<file path="src/rtl/avalon_bridge_pkg.sv">
// Shared constants and helpers for the same-clock Avalon-MM pipeline bridge.
package avalon_bridge_pkg;

  localparam int DEF_DATA_W    = 32;
  localparam int DEF_ADDR_W    = 6;
  localparam int DEF_CMD_DEPTH = 4;
  localparam int DEF_RSP_DEPTH = 8;

  // Command word layout, LSB first: write data, wr flag, rd flag, byte enables, word address.
  // Offsets below are relative to the first bit above the write-data field.
  localparam int CMD_WR_OFS = 0;
  localparam int CMD_RD_OFS = 1;
  localparam int CMD_BE_OFS = 2;

  function automatic int clog2(input int value);
    int r;
    r = 0;
    while ((1 << r) < value) r++;
    return r;
  endfunction

  function automatic int cmd_width(input int data_w, input int addr_w, input int be_w);
    return data_w + addr_w + be_w + 2;
  endfunction

endpackage

</file>
<file path="src/rtl/bridge_sync_fifo.sv">
// Show-ahead single-clock FIFO: head word visible whenever non-empty, pop takes effect at the edge.
// Push on a full FIFO is accepted only together with a pop.
module bridge_sync_fifo
  import avalon_bridge_pkg::*;
#(
  parameter int WIDTH = 8,
  parameter int DEPTH = 4
) (
  input  logic                   clk,
  input  logic                   reset,
  input  logic                   push,
  input  logic [WIDTH-1:0]       in_data,
  input  logic                   pop,
  output logic [WIDTH-1:0]       out_data,
  output logic                   full,
  output logic                   empty,
  output logic [clog2(DEPTH):0]  count
);

  localparam int AW = clog2(DEPTH);
  localparam logic [AW:0] FULL_CNT = (AW+1)'(DEPTH);

  logic [WIDTH-1:0] mem [DEPTH];
  logic [AW-1:0]    wr_ptr;
  logic [AW-1:0]    rd_ptr;
  logic             do_push;
  logic             do_pop;

  assign full     = (count == FULL_CNT);
  assign empty    = (count == '0);
  assign do_pop   = pop & ~empty;
  assign do_push  = push & (~full | do_pop);
  assign out_data = mem[rd_ptr];

  always_ff @(posedge clk) begin
    if (do_push) mem[wr_ptr] <= in_data;
  end

  // Depth is a power of two, so pointers wrap by plain overflow.
  always_ff @(posedge clk or posedge reset) begin
    if (reset) begin
      wr_ptr <= '0;
      rd_ptr <= '0;
      count  <= '0;
    end else begin
      if (do_push) wr_ptr <= wr_ptr + AW'(1);
      if (do_pop)  rd_ptr <= rd_ptr + AW'(1);
      case ({do_push, do_pop})
        2'b10:   count <= count + (AW+1)'(1);
        2'b01:   count <= count - (AW+1)'(1);
        default: count <= count;
      endcase
    end
  end

endmodule

</file>
<file path="src/rtl/avalon_mm_pipeline_bridge.sv">
// Same-clock Avalon-MM bridge: command FIFO toward the master side, read-credit limited issue,
// response FIFO drained every cycle into a registered slave-side read-data port.
module avalon_mm_pipeline_bridge
  import avalon_bridge_pkg::*;
#(
  parameter int DATA_W    = DEF_DATA_W,
  parameter int ADDR_W    = DEF_ADDR_W,
  parameter int CMD_DEPTH = DEF_CMD_DEPTH,
  parameter int RSP_DEPTH = DEF_RSP_DEPTH
) (
  input  logic                                clk,
  input  logic                                reset,
  input  logic [ADDR_W-1:0]                   slave_address,
  input  logic [DATA_W/8-1:0]                 slave_byteenable,
  input  logic                                slave_read,
  input  logic                                slave_write,
  input  logic [DATA_W-1:0]                   slave_writedata,
  output logic                                slave_waitrequest,
  output logic [DATA_W-1:0]                   slave_readdata,
  output logic                                slave_readdatavalid,
  output logic                                slave_endofpacket,
  output logic [ADDR_W+clog2(DATA_W/8)-1:0]   master_address,
  output logic [DATA_W/8-1:0]                 master_byteenable,
  output logic                                master_read,
  output logic                                master_write,
  output logic [DATA_W-1:0]                   master_writedata,
  input  logic                                master_waitrequest,
  input  logic [DATA_W-1:0]                   master_readdata,
  input  logic                                master_readdatavalid,
  input  logic                                master_endofpacket,
  output logic [clog2(RSP_DEPTH):0]           pending_reads,
  output logic                                err_unexpected_rsp
);

  localparam int BE_W     = DATA_W / 8;
  localparam int BA_W     = clog2(BE_W);
  localparam int MA_W     = ADDR_W + BA_W;
  localparam int CW       = clog2(RSP_DEPTH);
  localparam int CMD_W    = cmd_width(DATA_W, ADDR_W, BE_W);
  localparam int RSP_W    = DATA_W + 1;
  localparam int WR_BIT   = DATA_W + CMD_WR_OFS;
  localparam int RD_BIT   = DATA_W + CMD_RD_OFS;
  localparam int BE_LSB   = DATA_W + CMD_BE_OFS;
  localparam int ADDR_LSB = BE_LSB + BE_W;
  localparam logic [CW+1:0] RSP_LIM = (CW+2)'(RSP_DEPTH);

  logic [CMD_W-1:0]            cmd_in;
  logic [CMD_W-1:0]            cmd_head;
  logic                        cmd_push;
  logic                        cmd_pop;
  logic                        cmd_full;
  logic                        cmd_empty;
  logic [clog2(CMD_DEPTH):0]   cmd_count;

  logic [RSP_W-1:0]            rsp_head;
  logic                        rsp_push;
  logic                        rsp_full;
  logic                        rsp_empty;
  logic [CW:0]                 rsp_count;

  logic                        head_rd;
  logic                        head_wr;
  logic [ADDR_W-1:0]           head_addr;
  logic [CW+1:0]               credit_sum;
  logic                        credit_ok;
  logic                        rd_issue;
  logic                        unused_cmd_count;

  // Command capture; a simultaneous read+write is kept as the write alone.
  assign slave_waitrequest = reset | cmd_full;
  assign cmd_push = (slave_read | slave_write) & ~slave_waitrequest;
  assign cmd_in   = {slave_address, slave_byteenable, slave_read & ~slave_write,
                     slave_write, slave_writedata};

  bridge_sync_fifo #(
    .WIDTH (CMD_W),
    .DEPTH (CMD_DEPTH)
  ) u_cmd_fifo (
    .clk      (clk),
    .reset    (reset),
    .push     (cmd_push),
    .in_data  (cmd_in),
    .pop      (cmd_pop),
    .out_data (cmd_head),
    .full     (cmd_full),
    .empty    (cmd_empty),
    .count    (cmd_count)
  );

  assign unused_cmd_count = &{1'b0, cmd_count};

  assign head_rd   = cmd_head[RD_BIT];
  assign head_wr   = cmd_head[WR_BIT];
  assign head_addr = cmd_head[ADDR_LSB +: ADDR_W];

  // Every outstanding read owns one response slot, either in flight or already buffered.
  // The sum only grows on a read issue, so a granted read keeps its credit while stalled.
  assign credit_sum = {1'b0, pending_reads} + {1'b0, rsp_count};
  assign credit_ok  = ~rsp_full & (credit_sum < RSP_LIM);

  assign master_read       = ~cmd_empty & head_rd & credit_ok;
  assign master_write      = ~cmd_empty & head_wr;
  assign master_address    = MA_W'(head_addr) << BA_W;
  assign master_byteenable = cmd_head[BE_LSB +: BE_W];
  assign master_writedata  = cmd_head[DATA_W-1:0];
  assign cmd_pop           = (master_read | master_write) & ~master_waitrequest;
  assign rd_issue          = master_read & ~master_waitrequest;

  assign rsp_push = master_readdatavalid & (pending_reads != '0);

  always_ff @(posedge clk or posedge reset) begin
    if (reset) begin
      pending_reads <= '0;
    end else begin
      case ({rd_issue, rsp_push})
        2'b10:   pending_reads <= pending_reads + (CW+1)'(1);
        2'b01:   pending_reads <= pending_reads - (CW+1)'(1);
        default: pending_reads <= pending_reads;
      endcase
    end
  end

  always_ff @(posedge clk or posedge reset) begin
    if (reset) begin
      err_unexpected_rsp <= 1'b0;
    end else if (master_readdatavalid && pending_reads == '0) begin
      err_unexpected_rsp <= 1'b1;
    end
  end

  bridge_sync_fifo #(
    .WIDTH (RSP_W),
    .DEPTH (RSP_DEPTH)
  ) u_rsp_fifo (
    .clk      (clk),
    .reset    (reset),
    .push     (rsp_push),
    .in_data  ({master_readdata, master_endofpacket}),
    .pop      (~rsp_empty),
    .out_data (rsp_head),
    .full     (rsp_full),
    .empty    (rsp_empty),
    .count    (rsp_count)
  );

  always_ff @(posedge clk or posedge reset) begin
    if (reset) begin
      slave_readdatavalid <= 1'b0;
      slave_readdata      <= '0;
      slave_endofpacket   <= 1'b0;
    end else begin
      slave_readdatavalid <= ~rsp_empty;
      if (!rsp_empty) begin
        slave_readdata    <= rsp_head[RSP_W-1:1];
        slave_endofpacket <= rsp_head[0];
      end
    end
  end

endmodule
</file>
<file path="config.mk">
export PLATFORM = sky130hd
export DESIGN_NAME = avalon_mm_pipeline_bridge
export DESIGN_NICKNAME = d
export VERILOG_FILES = /design/src/rtl/avalon_bridge_pkg.sv /design/src/rtl/bridge_sync_fifo.sv /design/src/rtl/avalon_mm_pipeline_bridge.sv
export SDC_FILE = /design/constraint.sdc
export NUM_CORES = 1
export LEC_CHECK = 0
export ABC_AREA = 1
export CORE_MARGIN = 3
export CORE_UTILIZATION = 55
export CTS_BUF_LIST = sky130_fd_sc_hd__clkbuf_8
export DETAILED_ROUTE_END_ITERATION = 12
export GPL_TIMING_DRIVEN = 0
export MAX_ROUTING_LAYER = met4
export PLACE_DENSITY = 0.87
export SLEW_MARGIN = 15
export SYNTH_ARGS = -nofsm -noshare
export SYNTH_HDL_FRONTEND = slang
export SYNTH_SLANG_ARGS = --single-unit
</file>
<file path="constraint.sdc">
create_clock -name clk -period 4.27 [get_ports clk]
set_clock_uncertainty 0.2 [all_clocks]
set_input_delay 0.854 -clock clk [delete_from_list [all_inputs] [get_ports clk]]
set_output_delay 0.854 -clock clk [all_outputs]
set_load 0.005 [all_outputs]
</file>
* Word-level counts from Yosys, hierarchy flattened *
Memories as Yosys holds them, arrays and structs flattened. A register that Yosys moved wholly into a read port is not among the register bits.
Index checks and enable logic that the tools add are counted.

cells by class
  equality and inequality tests = 8
  $lt $le $gt $ge = 1
  bitwise gates (word level) = 24
  div/mod/pow operators = 0
  mux-type cells = 7
  add/subtract/negate cells = 11
  reductions and logical operators = 9
  multipliers = 0
  shifts and indexed selects = 0

operators with widths
  kind                 count
  $pmux 4 s2           2
  $and 1x1->1          12
  $add 3x1->3 const B  3
  $add 4x1->4 const B  2
  $logic_not 4->1      2
  $sub 4x1->4 const B  2
  $not 1->1            7
  $eq 2x1->1 const B   3
  $eq 2x2->1 const B   3
  $pmux 3 s2           1
  $reduce_bool 2->1    3
  $add 4x4->5          1
  $lt 5x4->1 const B   1
  $or 1x1->1           5
  $add 2x1->2 const B  2
  $eq 4x4->1 const B   1
  $mux 1               4
  $reduce_bool 4->1    1
  $eq 3x3->1 const B   1
  $logic_not 3->1      1
  $sub 3x1->3 const B  1
  $logic_and 1x1->1    1
  $logic_not 1->1      1

word-level totals
  bits in latches = 0
  memories = 2
  ROM bits = 0
  bits in registers = 23
  RAM bits = 440
  output and inout bits = 86

memory list
  memory          words  width  rd ports  clocked after Yosys merged registers in  wr ports  RTL line                source
  u_rsp_fifo.mem  8      33     1         1                                        1         bridge_sync_fifo.sv:23  logic [WIDTH-1:0] mem [DEPTH];
  u_cmd_fifo.mem  4      44     1         0                                        1         bridge_sync_fifo.sv:23

* Depth between registers and ports, before layout *
Gate-level depths: netlist (run 1).

  depth after elaboration = 11
  depth in mapped cells = 16

* Modules after synthesis *
From an unflattened synthesis (run 1), not the netlist that was laid out.

second synthesis, totals
  cell total of the unflattened synthesis = 1510
  area, all modules = 19730.2 um2

modules (own cells, without submodules)
  module                          cells an instance  area an instance (um2)  times used  sequential area each (um2)
  bridge_sync_fifo at u_rsp_fifo  816                11004.3                 1           8177.8
  bridge_sync_fifo at u_cmd_fifo  482                6966.7                  1           5460.2
  avalon_mm_pipeline_bridge       212                1759.2                  1           975.9

* Worst setup path before layout (run 1) *
OpenSTA, ideal clock, no wires.

  path type = in2reg
  from = in reset
  to = mem u_cmd_fifo.mem[0][0] (netlist bit) (enable)
  data arrival time = 4.460 ns
  cell stages on the path = 3
  slack = -0.835 ns
  data required time = 3.624 ns
  library setup time = 0.446 ns
  buffers on the path = 0
  cells stage by stage = inv_1 o211ai_2 nor2_1

between the ends
  longest elaborated chain between the ends = 6

ends and longest elaborated chain
  what                          RTL line                         source
  start: declaration            avalon_mm_pipeline_bridge.sv:12  input logic reset,
  $or 1x1->1                    avalon_mm_pipeline_bridge.sv:70  assign slave_waitrequest = reset | cmd_full;
  $not 1->1                     avalon_mm_pipeline_bridge.sv:71  assign cmd_push = (slave_read | slave_write) & ~slave_waitrequest;
  $and 1x1->1                   avalon_mm_pipeline_bridge.sv:71
  $and 1x1->1                   bridge_sync_fifo.sv:32           assign do_push = push & (~full | do_pop);
  $mux 1                        bridge_sync_fifo.sv:36           if (do_push) mem[wr_ptr] <= in_data;
  $mux 1 (not written as such)  bridge_sync_fifo.sv:36
  end: declaration              bridge_sync_fifo.sv:23

No other way between the ends.

* Worst setup path in the final report (run 1) *
  from = reg u_cmd_fifo.rd_ptr[0]
  to = out master_address[4]

between the ends
  longest elaborated chain between the ends = 1

ends and longest elaborated chain
  what                      RTL line                         source
  start: declaration        bridge_sync_fifo.sv:25           logic [AW-1:0] rd_ptr;
  start signal: assignment  bridge_sync_fifo.sv:47           if (do_pop) rd_ptr <= rd_ptr + AW'(1);
  $mem_v2 4x44              -
  end: declaration          avalon_mm_pipeline_bridge.sv:22  output logic [ADDR_W+clog2(DATA_W/8)-1:0] master_address,

No other way between the ends.

==> impl_metrics.ini, run 1 <==
[outcome]
status = finished clean

[clock_tree]
clk_path_buf_depth = 3
cts_buffers = 79
cts_resized = 0
clk_latency_ps = 640
ctsHoldBuffers = 0
cts_tree = done
cts_root_buf = clkbuf_8
cts.htree.levels = 3
post_cts_buffers = 0
clk_pin_slew_worst_paths_ps = 50
numClockSinks = 496

[critical_path]
worstPathArrival_ps = 2830
end_kind = output pin
crit_path_start_kind = flop
cp_max_fo = 10
required_ps = 3220
reg2reg_from = pending_reads[3]
critPathKind = reg -> out
crit_start = u_cmd_fifo.rd_ptr[0]

[logic_synthesis]
syn_inst = 1519
synth_ff_type = edfxtp_1
synth-seq-area-share_pct = 74.12
synth.distinct_cells = 28
syn_avg_cell_area_um2 = 12.98
synth_top_cell_by_area = edfxtp_1
synth_edf_count = 440
netlist_area_um2 = 19720
ys_async_sr_fraction_pct = 11.29
synthTopCellsByArea = edfxtp_1 67%, dfrtp_1 7.1%, o21ai_0 4.1%, inv_1 3.8%, nand3_1 2.8%
ys_warn_count = 0
ys_seq_elements = 496
synth.top_cell.area_share_pct = 67.01

[drt]
drt_iter0_markers = 1539
drcViolationCount = 0
wl_per_cell_um = 21.93
postRouteWirelength_mm = 50.47
vias_per_cell = 5.912
ant_nets = 0
dr.pass1.iters = 8
num_vias = 13600

[sta]
max_freq_ghz = 0.2574
hold_violations = 0
tightest_slew_ps = 812.1
drv_slew = 0
setup_ws_ps = 385.3
slew_headroom_pct = 45.73
period_share_pct = 90.98
rsz0062_at_grt = false
fin_hold_ws_ps = 289.3
finalSetupViolCount = 0
finalCriticalPeriod_ps = 3885

[cells_and_area]
final_common_cell = edfxtp_1
drive_above_1_share_pct = 9.544
syn_to_final_growth_pct = 20.85
final_cell_mix = 440 x edfxtp_1, 235 x inv_1, 164 x clkdlybuf4s50_1, 160 x o21ai_0, 109 x nand3_1
final_nets = 1879
fill_cells = 2131
finalNonFillerCells = 2301
fin_area_um2 = 23830

[floorplan]
dieArea_um2 = 38160
die-height_um = 195.3
fp-row-count = 68
fp.dieW_um = 195.3
io_pins = 167
coreArea_um2 = 34970
start_util_pct = 56.39

[hold_path]
hp-start = u_cmd_fifo.count[0]
hold_class = reg -> reg

[grt]
grt_max_degree = 35
grt_pass1_vias = 14160
grt_pass1_wl_mm = 76.88
gr-total-overflow = 0
track_usage_pct = 26.79
grt_antenna_before_repair = 2

[placed_design]
dp_slack_ps = 430.6
gp_congestion = 0.8122
placed_area_um2 = 22370
port_buffers = 164
dp.cells = 2153
place_hpwl_mm = 31.60

[power]
switching_power_mw = 6.148
pwr-share-seq_pct = 39.4
power_frac_comb_pct = 38.2
power_mw = 16.74
peakVddDrop_v = 0.0004348
power.static_leakage_nw = 8.988
power.density_nw_per_um2 = 702.3
power.clock.fraction_pct = 22.4
switching_share_pct = 36.74
internal-power_mw = 10.59

[job]
max-cap-violations = 0
[area by class of cell]
type | count | area [um^2] | area share, %
Sequential cell | 496 | 14610 | 61.33
Inverter | 202 | 760.7 | 3.192
Multi-Input combinational cell | 734 | 3958 | 16.61
Antenna cell | 2 | 5.005 | 0.02100
Timing Repair Buffer | 178 | 1982 | 8.317
Clock buffer | 84 | 1156 | 4.852
Tap cell | 455 | 569.3 | 2.389
Clock inverter | 62 | 302.8 | 1.271
Buffer | 88 | 481.7 | 2.022
[per-stage QoR]
stage / utilization, % / setup TNS (ps)
after CTS: 68.13 / 0
after global placement: 62.75 / -626370
final: 68.14 / 0
after floorplan: - / -29090
after detailed placement: 63.96 / 0
after global routing: 68.14 / 0
[cell families (layout without fill, tap and decap cells)]
group / Yosys count / count (layout) / share of synthesized area, %
other cells: 1 / 4 / 0.01902
fa+ha+maj: 19 / 19 / 1.320
compound gates: 378 / 378 / 10.76
mux: 1 / 1 / 0.05711
flops: 496 / 496 / 74.12
simple gates: 321 / 321 / 6.860
buf+inv: 290 / 614 / 6.288
xor+xnor: 13 / 13 / 0.5775
[state kept, by name (all words and copies together) (netlist names)]
register	cells
slave_readdata	32
slave_endofpacket	1
u_cmd_fifo.wr_ptr	2
u_rsp_fifo.count	4
pending_reads	4
u_rsp_fifo.rd_ptr	3
u_rsp_fifo.mem	264
err_unexpected_rsp	1
u_cmd_fifo.count	3
u_cmd_fifo.mem	176
slave_readdatavalid	1
u_rsp_fifo.wr_ptr	3
u_cmd_fifo.rd_ptr	2
[path summary, 6_finish.rpt]
path / slack [ps] / to / cells after the start
worst min-delay path: 290 / u_cmd_fifo.count[0] / 1
worst min register to register: 290 / u_cmd_fifo.count[0] / 1
worst max register to register: 1260 / pending_reads[3] / 15
max in group asynchronous: 2960 / slave_readdata[2] / 3
min in group asynchronous: 340 / slave_readdata[26] / 2
worst max-delay path: 390 / master_address[4] / 7
[critical path, stage by stage, from the launching register on]
cell             delay, ps
dfrtp_1                380
buf_4                  190
inv_2                  160
buf_2                  250
buf_2                  290
nor2_1                  90
o22ai_1                280
clkdlybuf4s50_1        580
[cell usage after synthesis (28+ instances only)]
cell type / number
buf_2: 28
nor2_1: 107
dfrtp_1: 56
o21ai_1: 34
o21ai_0: 160
o211ai_1: 66
a21oi_1: 73
clkbuf_1: 39
edfxtp_1: 440
nand2_1: 102
o22ai_1: 42
nand3_1: 109
inv_1: 200
[power groups by stage]
stage,Sequential [mW],Clock (mW),Combinational [mW]
after floorplan,6.62,0,3.36
after global placement,6.67,0,5.72
after detailed placement,6.67,0,6.23
after CTS,6.59,3.76,6.32
after global routing,6.65,3.98,6.88
final,6.60,3.75,6.39
[metal layers]
| metal | global-route usage [%] | vias to the layer above | share of wire (%) |
|---|---|---|---|
| li1 | - | 5940 | - |
| met1 | 31.85 | 6572 | 36 |
| met2 | 43.53 | 929 | 50 |
| met3 | 6.125 | 162 | 11 |
| met4 | 13.07 | 0 | 4.0 |
| met5 | - | - | 0 |
Power figures use the tool's default switching activity.
==> run 2, diff against run 1 <==
--- a/config.mk
+++ b/config.mk
@@ -7,12 +7,12 @@
 export LEC_CHECK = 0
 export ABC_AREA = 1
 export CORE_MARGIN = 3
-export CORE_UTILIZATION = 55
+export CORE_UTILIZATION = 39
 export CTS_BUF_LIST = sky130_fd_sc_hd__clkbuf_8
 export DETAILED_ROUTE_END_ITERATION = 12
 export GPL_TIMING_DRIVEN = 0
 export MAX_ROUTING_LAYER = met4
-export PLACE_DENSITY = 0.87
+export PLACE_DENSITY = 0.68
 export SLEW_MARGIN = 15
 export SYNTH_ARGS = -nofsm -noshare
 export SYNTH_HDL_FRONTEND = slang
==> impl_metrics.ini, run 2 (same netlist as run 1, synthesis figures left out) <==
[floorplan]
start_util_pct = 39.87
coreArea_um2 = 49460
io_pins = 167
dieArea_um2 = 53290
die-height_um = 230.9
fp.dieW_um = 230.9
fp-row-count = 81

[sta]
fin_setup_tns_ps = 0
hold_violations = 0
finalSetupViolCount = 0
period_share_pct = 90.81
slew_headroom_pct = 47.63
rsz0062_at_grt = false
max_freq_ghz = 0.2579
finalCriticalPeriod_ps = 3877
tightest_slew_ps = 785.5
drv_slew = 0
fin_hold_ws_ps = 276.1

[cells_and_area]
fill_cells = 4356
largest_reg_flops = 264
fin_area_um2 = 24220
final-seq-area_um2 = 14610
final_nets = 1886
regMostFlops = u_rsp_fifo.mem
multiInputGateArea_um2 = 3958
syn_to_final_growth_pct = 22.84
top_regs = u_rsp_fifo.mem: 264 flops, u_cmd_fifo.mem: 176 flops, slave_readdata: 32 flops
drive_above_1_share_pct = 10.28
final_common_cell = edfxtp_1
final_cell_mix = 440 x edfxtp_1, 230 x inv_1, 164 x clkdlybuf4s50_1, 160 x o21ai_0, 109 x nand3_1

[critical_path]
critPathKind = reg -> out
worstPathArrival_ps = 2820
rrSetupSlack_ps = 1310
critPathMostFrequentCell = buf_2
required_ps = 3220
cp_top_family = buffers and inverters
crit_chain = buf_4 > inv_2 > buf_2 > buf_2 > o21ai_0 > o22ai_1 > clkdlybuf4s50_1
cp_max_fo = 10
end_kind = output pin
path_buf_inv = 5
slowest_stage = clkdlybuf4s50_1
cp_slowest_stage_delay_ps = 570
crit_path_start_kind = flop

[placed_design]
gp_congestion = 0.7808
place_hpwl_mm = 31.22
port_buffers = 164
placed_area_um2 = 22650

[drt]
postRouteWirelength_mm = 48.49
num_vias = 12690
dr.pass1.iters = 5
drt_iter0_markers = 922
drcViolationCount = 0
ant_nets = 0
vias_per_cell = 5.033
wl_per_cell_um = 19.23

[clock_tree]
clk_pin_slew_worst_paths_ps = 60
ctsHoldBuffers = 0
cts_buffers = 84
clk_latency_ps = 660
clk_path_buf_depth = 3
cts_resized = 0
cts_tree = done
cts.htree.levels = 3
cts_root_buf = clkbuf_8
numClockSinks = 496
post_cts_buffers = 0

[grt]
grt_pass1_vias = 13100
grtUsageMet3_pct = 5.035
grt_antenna_before_repair = 9
use_met2_pct = 31.33
grt_max_degree = 34
grt_pass1_wl_mm = 74.26
top_usage_layer = met2
gr-total-overflow = 0
track_usage_pct = 18.65
use_met1_pct = 21.99

[power]
power.density_nw_per_um2 = 688.6
peakVddDrop_v = 0.0004245
power.static_leakage_nw = 9.048

[hold_path]
hold_class = reg -> reg

[outcome]
status = finished clean

[job]
max-cap-violations = 0
run 2: path summary, 6_finish.rpt:
check / start / depth (start not counted) / end
max in group asynchronous: reset / 3 / slave_readdata[3]
max: u_cmd_fifo.rd_ptr[0] / 7 / master_writedata[22]
min: err_unexpected_rsp / 1 / err_unexpected_rsp
max reg2reg: pending_reads[3] / 15 / pending_reads[3]
min reg2reg: err_unexpected_rsp / 1 / err_unexpected_rsp
min in group asynchronous: reset / 2 / slave_readdata[29]
run 2: cell type report:
cell class / instances / share of cell area, %
sequential: 496 / 60.33
multi-input combinational: 734 / 16.34
timing repair buffer: 180 / 8.286
clock buffer: 94 / 5.341
tap: 664 / 3.430
inverter: 202 / 3.141
buffer: 88 / 1.989
clock inverter: 55 / 1.049
antenna: 9 / 0.09298
run 2: through the flow:
step	total power [mW]	setup slack [ps]	instances	util [%]
6_report	16.68	392.6	2522	48.98
4_1_cts	16.83	318.6	2513	48.93
3_3_place_gp	12.57	-2740	2348	44.89
2_1_floorplan	9.977	-165.3	1520	-
3_5_place_dp	12.90	364.3	2364	45.80
5_1_grt	17.70	194.2	2522	48.98
run 2: report_power, final:
group          total, mW  leakage, nW  internal, mW  switching [mW]
clock               3.90        0.921          2.02            1.87
combinational       6.21         3.48          2.45            3.76
sequential          6.57         4.65          6.25           0.325
total               16.7         9.05          10.7            5.96
run 2: metal layers:
metal / vias up / wire, um
met3: 83 / 3689
met5: - / 0
met1: 6216 / 19320
li1: 5969 / -
met4: 0 / 998
met2: 426 / 24480
run 2: worst register-to-register path: stages (launching register included):
cell     delay, ps
dfrtp_1        430
ha_1           310
inv_1           50
nand2_1         50
nor2_1         100
nand2_1         60
nor2_1          80
nand3_1        110
or2_2          300
ha_1           260
ha_1           340
a21oi_1        140
nand2_1         80
a21oi_1        110
o21ai_0        110
xnor2_1        130
==> run 3, diff against run 2 <==
--- a/config.mk
+++ b/config.mk
@@ -10,9 +10,10 @@
 export CORE_UTILIZATION = 39
 export CTS_BUF_LIST = sky130_fd_sc_hd__clkbuf_8
 export DETAILED_ROUTE_END_ITERATION = 12
+export DONT_BUFFER_PORTS = 1
 export GPL_TIMING_DRIVEN = 0
 export MAX_ROUTING_LAYER = met4
-export PLACE_DENSITY = 0.68
+export PLACE_DENSITY = 0.64
 export SLEW_MARGIN = 15
 export SYNTH_ARGS = -nofsm -noshare
 export SYNTH_HDL_FRONTEND = slang
==> impl_metrics.ini, run 3 (same netlist as run 1, synthesis figures left out) <==
[grt]
grt_max_degree = 31
grt_pass1_wl_mm = 73.10
gr-total-overflow = 0
grt_antenna_before_repair = 0
track_usage_pct = 18.53
grt_pass1_vias = 12400

[cells_and_area]
final_cell_mix = 440 x edfxtp_1, 238 x inv_1, 160 x o21ai_0, 109 x nand3_1, 102 x nand2_1
top_regs = u_rsp_fifo.mem: 264 flops, u_cmd_fifo.mem: 176 flops, slave_readdata: 32 flops
final_common_cell = edfxtp_1
fin_area_um2 = 22500
multiInputGateArea_um2 = 3958
largest_reg_flops = 264
final-seq-area_um2 = 14610
drive_above_1_share_pct = 10.62
syn_to_final_growth_pct = 14.09
diodes = 0
regMostFlops = u_rsp_fifo.mem
finalNonFillerCells = 2350
final_nets = 1721
fill_cells = 4441

[placed_design]
port_buffers = 0
gp_congestion = 0.7815
place_hpwl_mm = 30.92
dp.cells = 2200
dp_slack_ps = 876.3
placed_area_um2 = 20990

[clock_tree]
cts_buffers = 82
cts.htree.levels = 3
cts_tree = done
clk_latency_ps = 640
cts_root_buf = clkbuf_8
numClockSinks = 496
clk_path_buf_depth = 3
clk_pin_slew_worst_paths_ps = 60
cts_resized = 0

[critical_path]
reg2reg_from = pending_reads[3]
worstPathArrival_ps = 2370
reg2regPathDepth = 15
required_ps = 3220
crit_path_start_kind = flop
end_kind = output pin
cp_max_fo = 10
rrSetupSlack_ps = 1260
reg2reg_to = pending_reads[3]
critPathKind = reg -> out

[sta]
drv_slew = 0
tightest_slew_ps = 830.6
finalSetupViolCount = 0
setup_ws_ps = 850.3
rsz0062_at_grt = false
period_share_pct = 80.09
finalCriticalPeriod_ps = 3420
max_freq_ghz = 0.2924
fin_hold_ws_ps = 89.68
hold_violations = 0
slew_headroom_pct = 44.50

[power]
power.static_leakage_nw = 8.394
peakVddDrop_v = 0.0003374
power_mw = 15.59
power.density_nw_per_um2 = 693.0

[floorplan]
coreArea_um2 = 49460
fp-row-count = 81
io_pins = 167
fp.dieW_um = 230.9
start_util_pct = 39.87
die-height_um = 230.9
dieArea_um2 = 53290

[drt]
drcViolationCount = 0
num_vias = 12190
vias_per_cell = 5.186
postRouteWirelength_mm = 47.95
drt_iter0_markers = 938
wl_per_cell_um = 20.41
ant_nets = 0
dr.pass1.iters = 5

[hold_path]
hp-start = master_readdata[11]
holdPathStages = 0
hold_class = in -> reg
min_to = u_rsp_fifo.mem[5][12]

[job]
max-cap-violations = 0

[outcome]
status = finished clean
## run 3: cell count changes in the layout (fill, tap and decap cells not counted), sizes merged, moves of 2 or more
cell | before | now
clkbuf | 133 | 126
clkdlybuf4s50 | 164 | 0
clkinv | 20 | 18
diode | 9 | 0
inv | 237 | 245
## run 3: cell type report
class,count,share of cell area (%)
sequential,496,64.96
multi-input combinational,734,17.59
clock buffer,87,5.323
tap,664,3.693
inverter,202,3.382
buffer,88,2.141
timing repair buffer,17,1.557
clock inverter,62,1.346
## run 3: how the worst max path moves through the flow
stage                         startpoint                    end  slack (ps)  cells after the start
floorplan                          reset   u_cmd_fifo.mem[0][0]        -170                      3
global placement                   reset   u_cmd_fifo.mem[3][8]       -2250                      3
detailed placement                 reset  u_cmd_fifo.mem[2][13]         880                      5
CTS                 u_cmd_fifo.rd_ptr[0]   master_writedata[31]         760                      5
global route        u_cmd_fifo.rd_ptr[0]   master_writedata[27]         700                      5
finish              u_cmd_fifo.rd_ptr[0]   master_writedata[31]         850                      6
## run 3: repair_timing
item / CTS / global route
buffers inserted: 0 / 0
hold buffers: 1 / 0
hold endpoints to repair: 28 / 0
## run 3: report_power, final
part | internal [mW] | switching (mW)
combinational | 1.61 | 3.56
sequential | 6.25 | 0.369
clock | 1.96 | 1.85
## run 3: worst max-delay path: stages, from the launching register on
cell and delay, ps:
dfrtp_1 370, buf_4 180, inv_2 160, buf_2 240, buf_2 290, nor2_1 70, o22ai_1 380
## run 3: stage by stage
step	TNS, ps	utilization [%]
finish	0	45.48
floorplan	-29090	-
global placement	-485480	41.58
CTS	0	45.48
global route	0	45.48
detailed placement	0	42.43
## run 3: routing by layer
metal / track usage (%) / wire [um] / vias up
met5: - / 0 / -
met4: 6.953 / 1419 / 0
met3: 6.034 / 3880 / 92
met2: 28.85 / 22990 / 436
met1: 22.65 / 19670 / 6048
li1: - / - / 5612
